File: src/rtl/embcpu_nios2_qsys_0_oci_trace_monitor.sv
// Trace capture monitor: watches the debug trace counter and pushes
// {dct_count, dct_buffer} into a small FIFO each time the counter changes
// while capturing. A consumer drains the FIFO with a valid/ready handshake.
// The run ends in DONE once the test has ended and the FIFO is empty.
//
// Ports:
//   clk, reset_n        - clock; synchronous active-low reset
//   enable              - arms capture from IDLE
//   dct_buffer/dct_count- trace word and its counter
//   test_ending         - stop capturing and start draining
//   test_has_ended      - stop capturing; allows DRAIN to finish in DONE
//   rd_valid/rd_ready   - FIFO head handshake; rd_data/rd_seq show the head
//   fill_level          - entries held
//   overflow/drop_count - sticky drop flag and saturating drop counter
//   state/done          - FSM state (IDLE=0 CAPTURE=1 DRAIN=2 DONE=3)
module embcpu_nios2_qsys_0_oci_trace_monitor #(
  parameter int unsigned DATA_W = 30,
  parameter int unsigned CNT_W  = 4,
  parameter int unsigned DEPTH  = 8,
  parameter int unsigned DROP_W = 8
) (
  input  logic                     clk,
  input  logic                     reset_n,
  input  logic                     enable,
  input  logic [DATA_W-1:0]        dct_buffer,
  input  logic [CNT_W-1:0]         dct_count,
  input  logic                     test_ending,
  input  logic                     test_has_ended,
  input  logic                     rd_ready,
  output logic                     rd_valid,
  output logic [DATA_W-1:0]        rd_data,
  output logic [CNT_W-1:0]         rd_seq,
  output logic [$clog2(DEPTH):0]   fill_level,
  output logic                     overflow,
  output logic [DROP_W-1:0]        drop_count,
  output logic [1:0]               state,
  output logic                     done
);

  localparam int unsigned PTR_W   = $clog2(DEPTH);
  localparam int unsigned LVL_W   = PTR_W + 1;
  localparam int unsigned ENTRY_W = CNT_W + DATA_W;

  typedef enum logic [1:0] {
    ST_IDLE    = 2'd0,
    ST_CAPTURE = 2'd1,
    ST_DRAIN   = 2'd2,
    ST_DONE    = 2'd3
  } state_e;

  state_e               state_q, state_d;
  logic [CNT_W-1:0]     prev_count_q, prev_count_d;
  logic [PTR_W-1:0]     wr_ptr_q, wr_ptr_d;
  logic [PTR_W-1:0]     rd_ptr_q, rd_ptr_d;
  logic [LVL_W-1:0]     fill_q, fill_d;
  logic                 overflow_q, overflow_d;
  logic [DROP_W-1:0]    drop_count_q, drop_count_d;
  logic [ENTRY_W-1:0]   mem_q [DEPTH];
  logic [ENTRY_W-1:0]   mem_d [DEPTH];

  logic                 event_c;
  logic                 pop_c;
  logic                 push_req_c;
  logic                 push_c;
  logic                 drop_c;
  logic                 full_c;
  logic [ENTRY_W-1:0]   head_c;

  // State register
  always_ff @(posedge clk) begin
    if (!reset_n) begin
      state_q <= ST_IDLE;
    end else begin
      state_q <= state_d;
    end
  end

  // Next-state logic
  always_comb begin
    state_d = state_q;
    unique case (state_q)
      ST_IDLE:    if (enable) state_d = ST_CAPTURE;
      ST_CAPTURE: if (test_ending || test_has_ended) state_d = ST_DRAIN;
      ST_DRAIN: begin
        // Finish once nothing is left after this cycle's pop.
        if (test_has_ended &&
            ((fill_q == '0) || ((fill_q == LVL_W'(1)) && pop_c)))
          state_d = ST_DONE;
      end
      ST_DONE:    state_d = ST_DONE;
      default:    state_d = ST_IDLE;
    endcase
  end

  // Output logic
  always_comb begin
    state      = state_q;
    done       = (state_q == ST_DONE);
    rd_valid   = (fill_q != '0) && (state_q != ST_DONE);
    head_c     = mem_q[rd_ptr_q];
    // Head is masked when empty so reset (and empty FIFO) shows zero.
    rd_data    = rd_valid ? head_c[DATA_W-1:0] : '0;
    rd_seq     = rd_valid ? head_c[ENTRY_W-1:DATA_W] : '0;
    fill_level = fill_q;
    overflow   = overflow_q;
    drop_count = drop_count_q;
  end

  // FIFO datapath: event detection, push/pop/drop, pointers and counters
  always_comb begin
    event_c      = (dct_count != prev_count_q);
    pop_c        = rd_valid && rd_ready &&
                   ((state_q == ST_CAPTURE) || (state_q == ST_DRAIN));
    push_req_c   = event_c && (state_q == ST_CAPTURE);
    full_c       = (fill_q == LVL_W'(DEPTH));
    // A pop in the same cycle frees the slot, so a full FIFO still accepts.
    push_c       = push_req_c && (!full_c || pop_c);
    drop_c       = push_req_c && full_c && !pop_c;

    prev_count_d = dct_count;
    wr_ptr_d     = wr_ptr_q;
    rd_ptr_d     = rd_ptr_q;
    fill_d       = fill_q + LVL_W'(push_c) - LVL_W'(pop_c);
    overflow_d   = overflow_q;
    drop_count_d = drop_count_q;
    mem_d        = mem_q;

    if (push_c) begin
      mem_d[wr_ptr_q] = {dct_count, dct_buffer};
      wr_ptr_d        = wr_ptr_q + PTR_W'(1);
    end
    if (pop_c) begin
      rd_ptr_d = rd_ptr_q + PTR_W'(1);
    end
    if (drop_c) begin
      overflow_d = 1'b1;
      if (drop_count_q != {DROP_W{1'b1}})
        drop_count_d = drop_count_q + DROP_W'(1);
    end
  end

  // Control registers
  always_ff @(posedge clk) begin
    if (!reset_n) begin
      prev_count_q <= '0;
      wr_ptr_q     <= '0;
      rd_ptr_q     <= '0;
      fill_q       <= '0;
      overflow_q   <= 1'b0;
      drop_count_q <= '0;
    end else begin
      prev_count_q <= prev_count_d;
      wr_ptr_q     <= wr_ptr_d;
      rd_ptr_q     <= rd_ptr_d;
      fill_q       <= fill_d;
      overflow_q   <= overflow_d;
      drop_count_q <= drop_count_d;
    end
  end

  // Storage array; contents are don't-care while not counted in fill_q
  always_ff @(posedge clk) begin
    mem_q <= mem_d;
  end

endmodule
File: config.mk
export PLATFORM = sky130hd
export DESIGN_NAME = embcpu_nios2_qsys_0_oci_trace_monitor
export DESIGN_NICKNAME = d
export VERILOG_FILES = /design/src/rtl/embcpu_nios2_qsys_0_oci_trace_monitor.sv
export SDC_FILE = /design/constraint.sdc
export NUM_CORES = 1
export LEC_CHECK = 0
export ABC_AREA = 1
export ABC_CLOCK_PERIOD_IN_PS = 3200
export CELL_PAD_IN_SITES_DETAIL_PLACEMENT = 0
export CELL_PAD_IN_SITES_GLOBAL_PLACEMENT = 1
export CORE_MARGIN = 3
export CORE_UTILIZATION = 32
export CTS_BUF_LIST = sky130_fd_sc_hd__clkbuf_4 sky130_fd_sc_hd__clkbuf_8
export CTS_CLUSTER_SIZE = 10
export DETAILED_ROUTE_END_ITERATION = 7
export MAX_ROUTING_LAYER = met4
export PLACE_DENSITY_LB_ADDON = 0.2
export SYNTH_ARGS = -nofsm -noshare
export SYNTH_HDL_FRONTEND = slang
export SYNTH_SLANG_ARGS = --single-unit
File: constraint.sdc
create_clock -name clk -period 3.2 [get_ports clk]
set_clock_uncertainty 0.2 [all_clocks]
set_input_delay 0.32 -clock clk [delete_from_list [all_inputs] [get_ports clk]]
set_output_delay 0.32 -clock clk [all_outputs]
set_load 0.02 [all_outputs]
Word level (Yosys, flattened, before mapping)
Cells that the tools add are included.
Word-level totals
  register bits: 297
  latch bits: 0
  RAM bits: 0
  bits in read-only memories: 0
  input bits: 40
  word-level logic and storage cells: 69
  memories kept: 0
Operators by class
  $add $sub $neg: 5
  $mul: 0
  div/mod/pow operators: 0
  magnitude comparators: 3
  equal/unequal tests: 11
  shifts and indexed selects: 0
  mux-type cells: 12
  bitwise gates (word level): 2
  reductions and logical operators: 21
Operators with widths (count)
  272-bit bitwise mux: 1
  34-bit binary-select mux with 3-bit select: 1
  34-bit demux with 3-bit select: 1
  34-bit two-way mux: 3
  30-bit two-way mux: 1
  1-bit logical AND: 10
  8-bit by 1-bit adder with 8-bit output, second input constant: 1
  4-bit >= comparator, second input constant: 2
  2-bit != test, second input constant: 4
  8-bit != test, second input constant: 1
  3-bit inverter with 4-bit output: 2
  2-bit case mux with 4 select lines: 1
  3-bit by 1-bit adder with 3-bit output, second input constant: 2
  2-bit two-way mux: 3
  4-bit by 1-bit adder with 4-bit output: 1
  2-bit == test, second input constant: 2
  4-bit by 1-bit == test with 1-bit output, second input constant: 1
  4-bit == test, second input constant: 1
  4-bit logical NOT: 1
  1-bit logical OR: 4
  4-bit by 1-bit < comparator with 1-bit output, second input constant: 1
  4-bit two-way mux: 1
  4-bit != test: 1
  4-bit nonzero test: 1
  other kinds (6): 7

Logic depth before layout (Yosys ltp)
Gate-level depths: netlist of run 1.
  depth after elaboration: 9
  mapped depth: 14

Worst setup path before layout of run 1
OpenSTA, ideal clock, no wires.
  path type: reg2reg
  start point: register state_q[0], in the netlist state[0]
  end point: register mem_q[102] in the netlist's numbering, enable pin
  library setup time: 0.425 ns
  data arrival time: 3.035 ns
  data required time: 2.575 ns
  slack: -0.460 ns
  cell stages (with the launch flop): 10
  buffers on the path: 0
  period minus slack after synthesis: 3.660 ns
  cell sequence: dfxtp_1 -> inv_1 -> ha_1 -> nand2_1 -> inv_1 -> nand3_4 -> nand2_2 -> nand3_4 -> or2_4 -> nor2_1
Between the ends
  longest elaborated chain between the ends: 6
Ends and longest elaborated chain
  start, declared: line 51  | state_e state_q, state_d;
  start signal, assigned: line 74  | state_q <= state_d;
  2-bit != test: line 99  | rd_valid = (fill_q != '0) && (state_q != ST_DONE);
  1-bit logical AND: line 99
  1-bit logical AND (2 in a row): line 112  | pop_c = rd_valid && rd_ready &&
  1-bit logical OR: line 117  | push_c = push_req_c && (!full_c || pop_c);
  1-bit logical AND (*): line 117
  end signal, assigned: line 163  | mem_q <= mem_d;
  end, declared: line 58  | logic [ENTRY_W-1:0] mem_q [DEPTH];
Every way passes the cells marked *; elsewhere a longest branch is shown, timed or not.
A chain may end at the register's enable or synchronous reset.

Worst setup path in the final report of run 1
  start point: register rd_ptr_q[0]
  end point: output rd_data[12]
Between the ends
  longest elaborated chain between the ends: 5
Ends and longest elaborated chain
  start, declared: line 54  | logic [PTR_W-1:0] rd_ptr_q, rd_ptr_d;
  start signal, assigned: line 154  | rd_ptr_q <= rd_ptr_d;
  3-bit inverter with 4-bit output (not written as such): line 100  | head_c = mem_q[rd_ptr_q];
  34-bit binary-select mux with 3-bit select: line 100
  34-bit two-way mux (not written as such) (2 in a row): line 100
  30-bit two-way mux: line 102  | rd_data = rd_valid ? head_c[DATA_W-1:0] : '0;
  end, declared: line 31  | output logic [DATA_W-1:0] rd_data,
No other way between the ends. The select of a mux whose other input is x is not followed.

==> results.md, run 1 <==
* WL per Instance at 18.02 um
* Endpoints failing hold at 0
* Initial antenna violation count at 1
* Setup repair bufs after CTS at 0
* Pleak at 0.005202 uW
* Post-synth top flop: edfxtp_1
* Synth top area share at 0.6809
* Clock power frac at 0.271
* Slew headroom at 0.6692
* Part of the cycle the worst path needs at 0.9258
* Final non-filler cell area at 14690 um^2
* Sw frac at 0.3519
* Clock Tree Buf Depth at 3
* I/O Pins at between 90 and 100
* DRT Wirelength at 28.93 mm
* Post-CTS resize count at 27
* Port bufs at 90
* GRT Residual Overflow at 0
* Max Slew Vio Count at 0
* Pre-CTS setup slack at between 0.3 and 0.4 ns
* GRT Total Usage at 0.1505
* Drt pass-1 iters at 5
* Synthesized flop and latch total at approximately 300
* Seq pwr share at 0.389
* CTS hold repair buffers at 0
* Placed standard-cell area at ~14000 um^2
* CP max FO at 40
* # DRC at 0
* Asr flop ratio synth at 0
* Ys Warns at 0
* Max Cap Viol at 0
* Gpl congestion at roughly 0.7
* Worst VDD drop at between 300 and 400 uV
* Synth top cells by count: edfxtp_1, nor2_1, o21ai_0
* First-pass GRT wire length at around 45 mm
* HP Class: in2reg
* Power Dens Cells at just over 800 nW/um^2
* Req. time, crit path at roughly 2.7 ns
* Setup_tns at 0 ns
* Largest net degree at the start of global routing at 78
* Layout cells sized above 1 at 0.1152
* Die Ht at roughly 200 um
* Hold depth at 3
* Initial Utilization at 0.3261
* Worst-Margin Slew at roughly 0.50 ns
* Achievable Freq at approximately 340 MHz
* ANT nets after route at 0
* Top-count cell post-synth: edfxtp_1
* Vias at just under 8000
* Core area at between 30000 and 40000 um^2
* Die area at about 40000 um^2
* Detail Placement HPWL at about 16 mm
* Final setup margin at roughly 0.24 ns
* CP Data Arrival Time at roughly 2.4 ns
* DR iter-0 viols at 375
* Sequential area share after synthesis at 0.7226
* TritonCTS Buffers at between 50 and 60
* Min Tclk post-route at a little under 3 ns
* CP Capture Type: output pin
* H-tree levels at 2
* Post-synth EDFFs at roughly 270
* Utilization after layout at 0.3993
* Unrepaired setup endpoints after global routing: no
* Mapped Nets at slightly above 1000
* Post-synthesis cell area at roughly 12000 um^2
* DR vias/cell at 4.835
* Tot Pwr at about 12000 uW
* Worst skew pair latency at between 0.5 and 0.6 ns
* Internal power at between 7000 and 8000 uW
* Top cells by area, synth: edfxtp_1, nor2_1, o21ai_0
* Syn Inst Count at just under 1000
* Die width at ~200 um
* Setup violators final at 0
* Clock transition at path regs at about 0.060 ns
* Root buffer cell: clkbuf_8
* Leading area contributor after synthesis: edfxtp_1
* Rows at 70
* Vias in the first global route at just under 8000
* R2R depth at 14
* Clk sinks at 297
* Gate power share at 0.340
* TritonCTS clock tree: yes
* Net Switching at about 4200 uW
* P&R area growth vs syn at 22.44%
* Startpoint Class: flip-flop
* Post-Syn Area per Cell at roughly 12 um^2
* Fin nets at around 1200
* Outcome: finished, final reports clean
* Count of cell types in the netlist at 31
* Critical path class: reg2out
-- final timing paths --
kind	start	end	slack, ns
worst max-delay path	rd_ptr_q[0]	rd_data[12]	0.24
worst min-delay path	dct_count[0]	prev_count_q[0]	0.17
worst max register to register	state[0]	fill_level[2]	0.44
worst min register to register	overflow	overflow	0.27
-- cell usage in the layout, fill, tap and decap left out, drive strengths merged --
| master | n |
|---|---|
| nor4 | 1 |
| clkdlybuf4s50 | 56 |
| nand3 | 15 |
| nor2 | 227 |
| diode | 1 |
| nor3b | 1 |
| edfxtp | 272 |
| o21a | 1 |
| dlymetal6s2s | 9 |
| nand4 | 1 |
| dlygate4sd2 | 25 |
| ha | 14 |
| nor3 | 3 |
| clkinvlp | 1 |
| nand2 | 55 |
| or2 | 1 |
| clkinv | 19 |
| buf | 31 |
| a31oi | 34 |
| dfxtp | 25 |
| fa | 1 |
| xor2 | 6 |
| o21ai | 174 |
| inv | 44 |
| a21oi | 17 |
| clkbuf | 70 |
| o22ai | 34 |
-- flip-flops by register name (all words and copies together) (netlist names) --
register and flops:
drop_count 8, fill_level 4, mem_q 272, overflow 1, prev_count_q 4, rd_ptr_q 3
state 2, wr_ptr_q 3
-- power by group through the flow --
stage | Sequential (uW) | Combinational (uW) | Clock [uW]
CTS | 4650 | 4200 | 3340
floorplan | 4740 | 2450 | 0
global route | 4670 | 4540 | 3510
finish | 4650 | 4060 | 3230
detailed placement | 4720 | 4360 | 0
global placement | 4720 | 4370 | 0
-- worst max-delay path, stage by stage, from the launching register on --
cell	delay [ns]
dfxtp_4	0.39
clkinv_2	0.20
buf_12	0.25
buf_12	0.18
o21ai_0	0.17
o22ai_1	0.08
o21ai_0	0.21
a31oi_1	0.06
dlygate4sd2_1	0.33
-- through the flow --
stage	hold slack, ns	instances
2_1_floorplan	0.2135	981
3_3_place_gp	0.2583	1514
3_5_place_dp	0.2675	1514
4_1_cts	0.1179	1605
5_1_grt	0.1667	1606
6_report	0.1656	1606
-- metal layers --
metal / part of all wire / vias up / routed length, um / global-route usage
met4: 0.018 / 0 / 509 / 0.03799
met2: 0.47 / 140 / 13650 / 0.2396
met3: 0.049 / 50 / 1419 / 0.03322
li1: - / 3771 / - / -
met1: 0.46 / 3804 / 13360 / 0.1972
met5: 0 / - / 0 / -
-- kinds of logic after synthesis --
family          after synthesis  synth area share
simple gates                304            0.1039
flops                       297            0.7226
compound gates              260            0.1161
buf+inv                      99           0.03682
fa+ha+maj                    15           0.01627
xor+xnor                      6          0.004380
-- area by class of cell --
| class | count | area (um^2) |
|---|---|---|
| clock buffers | 70 | 857.1 |
| inverters | 43 | 162.7 |
| repair buffers | 121 | 1358 |
| well taps | 468 | 585.6 |
| clock inverters | 21 | 101.3 |
| fillers | 3547 | 22100 |
| flip-flops and latches | 297 | 8676 |
| diodes | 1 | 2.502 |
| multi-input cells | 585 | 2947 |
Note: power is estimated with default switching activity, not from simulation.
==> inputs of run 2 (changes only) <==
--- a/config.mk
+++ b/config.mk
@@ -6,14 +6,15 @@
 export NUM_CORES = 1
 export LEC_CHECK = 0
 export ABC_AREA = 1
-export ABC_CLOCK_PERIOD_IN_PS = 3200
+export ABC_CLOCK_PERIOD_IN_PS = 3800
 export CELL_PAD_IN_SITES_DETAIL_PLACEMENT = 0
 export CELL_PAD_IN_SITES_GLOBAL_PLACEMENT = 1
-export CORE_MARGIN = 3
+export CORE_MARGIN = 2
 export CORE_UTILIZATION = 32
 export CTS_BUF_LIST = sky130_fd_sc_hd__clkbuf_4 sky130_fd_sc_hd__clkbuf_8
 export CTS_CLUSTER_SIZE = 10
 export DETAILED_ROUTE_END_ITERATION = 7
+export GPL_TIMING_DRIVEN = 0
 export MAX_ROUTING_LAYER = met4
 export PLACE_DENSITY_LB_ADDON = 0.2
 export SYNTH_ARGS = -nofsm -noshare
==> constraint.sdc (replaced) <==
create_clock -name clk -period 3.8 [get_ports clk]
set_clock_uncertainty 0.2 [all_clocks]
set_input_delay 0.38 -clock clk [delete_from_list [all_inputs] [get_ports clk]]
set_output_delay 0.38 -clock clk [all_outputs]
set_load 0.02 [all_outputs]
==> run 2 against run 1 <==
  * First-iteration DRC count increased by 50%
  * Power decreased by 12%
  * Cell count increased by 2.6%
  * Clock power decreased by 8.7%
  * Final area increased by 0.93%
  * Count of clock-buffer cells in the layout increased by 3
  * Utilization increased by 0.37 points
  * Register-to-register slack improved by 0.36 ns
  * Largest power group unchanged
==> results.md, run 2 (synthesis results as in run 1) <==
* Fill cell count at between 3000 and 4000
* TritonCTS Buffers at 53
* Achievable Freq at approximately 280 MHz
* GRT Residual Overflow at 0
* Layout cells sized above 1 at 0.1221
* Worst-Margin Slew at 0.7000 ns
* DR iter-0 viols at 563
* ANT nets after route at 0
* Outcome: finished, final reports clean
* Fin nets at roughly 1200
* Sw frac at 0.3540
* Critical path's largest stage delay at about 0.68 ns
* HP Class: reg2reg
* Detail Placement HPWL at 20.50 mm
* CP Data Arrival Time at between 2 and 3 ns
* Worst skew pair latency at 0.58 ns
* DRT Wirelength at approximately 31 mm
* Die Ht at ~200 um
* Setup repair bufs after CTS at 0
* # DRC at 0
* Top reg by flops: mem_q
* Part of the cycle the worst path needs at 0.9363
* Drt pass-1 iters at 5
* CTS hold repair buffers at 0
* Endpoints failing hold at 0
* Core area at 36790 um^2
* Clk sinks at slightly below 300
* Critical path class: reg2out
* Final non-filler cell area at ~15000 um^2
* Startpoint Class: flip-flop
* Initial antenna violation count at 0
* I/O Pins at a little over 90
* Largest net degree at the start of global routing at 22
* Gpl congestion at approximately 0.74
* First-pass GRT wire length at around 47 mm
* Port bufs at 90
* Die width at roughly 200 um
* Clock power frac at 0.279
* Diodes inserted at 0
* P&R area growth vs syn at 23.58%
* Rows at 70
* Slew headroom at 0.5322
* GRT Total Usage at 0.1672
* CP Capture Type: output pin
* WL per Instance at 18.93 um
* DR vias/cell at a little under 5
* Power Dens Cells at about 710 nW/um^2
* Max Cap Viol at 0
* Max Slew Vio Count at 0
* Unrepaired setup endpoints after global routing: no
* Seq pwr share at 0.370
* Pleak at 0.005077 uW
* Die area at 39050 um^2
* Gate power share at 0.351
* Worst VDD drop at 322.6 uV
* Commonest non-fill, non-tap cell in the layout: edfxtp_1
* H-tree levels at 2
* Initial Utilization at 0.3261
* TritonCTS clock tree: yes
* Placed standard-cell area at 13760 um^2
* Vias at 7936
* CP max FO at 10
* CP max-delay cell: clkdlybuf4s50_1
* Net Switching at 3740 uW
* Setup violators final at 0
* Clock Tree Buf Depth at 3
* Internal power at 6824 uW
* Clock transition at path regs at 0.05 ns
* Vias in the first global route at 8011
* Most frequent cells in the layout: edfxtp_1, nor2_1, o21ai_0, clkdlybuf4s50_1, clkbuf_8
* Max reg flops at 272
* Setup_tns at 0 ns
* Req. time, crit path at around 3.2 ns
* Min Tclk post-route at ~3.6 ns
* Worst path cell trace: inv_1, ha_1, nand2_2, nand2_1, clkinvlp_4, clkbuf_4, o21ai_1, a31oi_1, clkdlybuf4s50_1
* Min Hold Slack at 0.2743 ns
* Root buffer cell: clkbuf_8
-- run 2: cell count changes in the layout (fill, tap and decap cells not counted), sizes merged --
cell	change
clkbuf	+35
clkdlybuf4s50	+34
dlygate4sd2	-25
dlymetal6s2s	-9
clkinv	+4
bufinv	+2
buf	+1
diode	-1
-- run 2: power groups by stage --
stage          Clock, uW  Sequential [uW]  Combinational [uW]
2_1_floorplan          0             4000                2060
3_3_place_gp           0             3990                3680
3_5_place_dp           0             3970                3770
4_1_cts             3040             3910                3790
5_1_grt             3170             3930                4130
6_report            2950             3910                3710
-- run 2: final cells by class --
cell class / instances / area, um^2 / share of cell area
clock inverters: 27 / 173.9 / 0.01173
well taps: 468 / 585.6 / 0.03950
repair buffers: 98 / 1114 / 0.07511
flip-flops and latches: 297 / 8670 / 0.5848
inverters: 43 / 165.2 / 0.01114
multi-input cells: 585 / 2947 / 0.1988
plain buffers: 56 / 285.3 / 0.01924
clock buffers: 73 / 885.9 / 0.05975
-- run 2: metal layers --
| layer | share of wire | global-route usage |
|---|---|---|
| met3 | 0.047 | 0.03022 |
| met2 | 0.48 | 0.2706 |
| met5 | 0 | - |
| met1 | 0.46 | 0.2154 |
| met4 | 0.019 | 0.04901 |
-- run 2: critical path: cells and delay by family, from the launching register on --
| kind | cells | cell delay [ns] |
|---|---|---|
| buf+inv | 4 | 1.24 |
| compound gates | 2 | 0.41 |
| flops | 1 | 0.33 |
| fa+ha+maj | 1 | 0.23 |
| simple gates | 2 | 0.19 |
-- run 2: final timing paths --
| path | startpoint | end | cells past startpoint | slack, ns |
|---|---|---|---|---|
| max | fill_level[2] | rd_data[28] | 9 | 0.24 |
| min | overflow | overflow | 2 | 0.27 |
| max reg2reg | state[0] | mem_q[220] | 11 | 0.80 |
| min reg2reg | overflow | overflow | 2 | 0.27 |
-- run 2: timing repair --
item / CTS / global route
gates resized for setup: 1 / 5
endpoints found under the setup margin: 1 / 21
endpoints found under the hold margin: 0 / 0
gates cloned: 0 / 0
pin swaps: 0 / 0
-- run 2: stage by stage --
stage | total power, uW | utilization | cells | worst slack [ns]
finish | 10560 | 0.4030 | 1647 | 0.2421
CTS | 10730 | 0.4028 | 1647 | 0.008079
global placement | 7674 | 0.3665 | 1539 | -1.602
global route | 11220 | 0.4030 | 1647 | 0.05672
detailed placement | 7748 | 0.3739 | 1547 | 0.4411
floorplan | 6058 | - | 981 | 0.1396
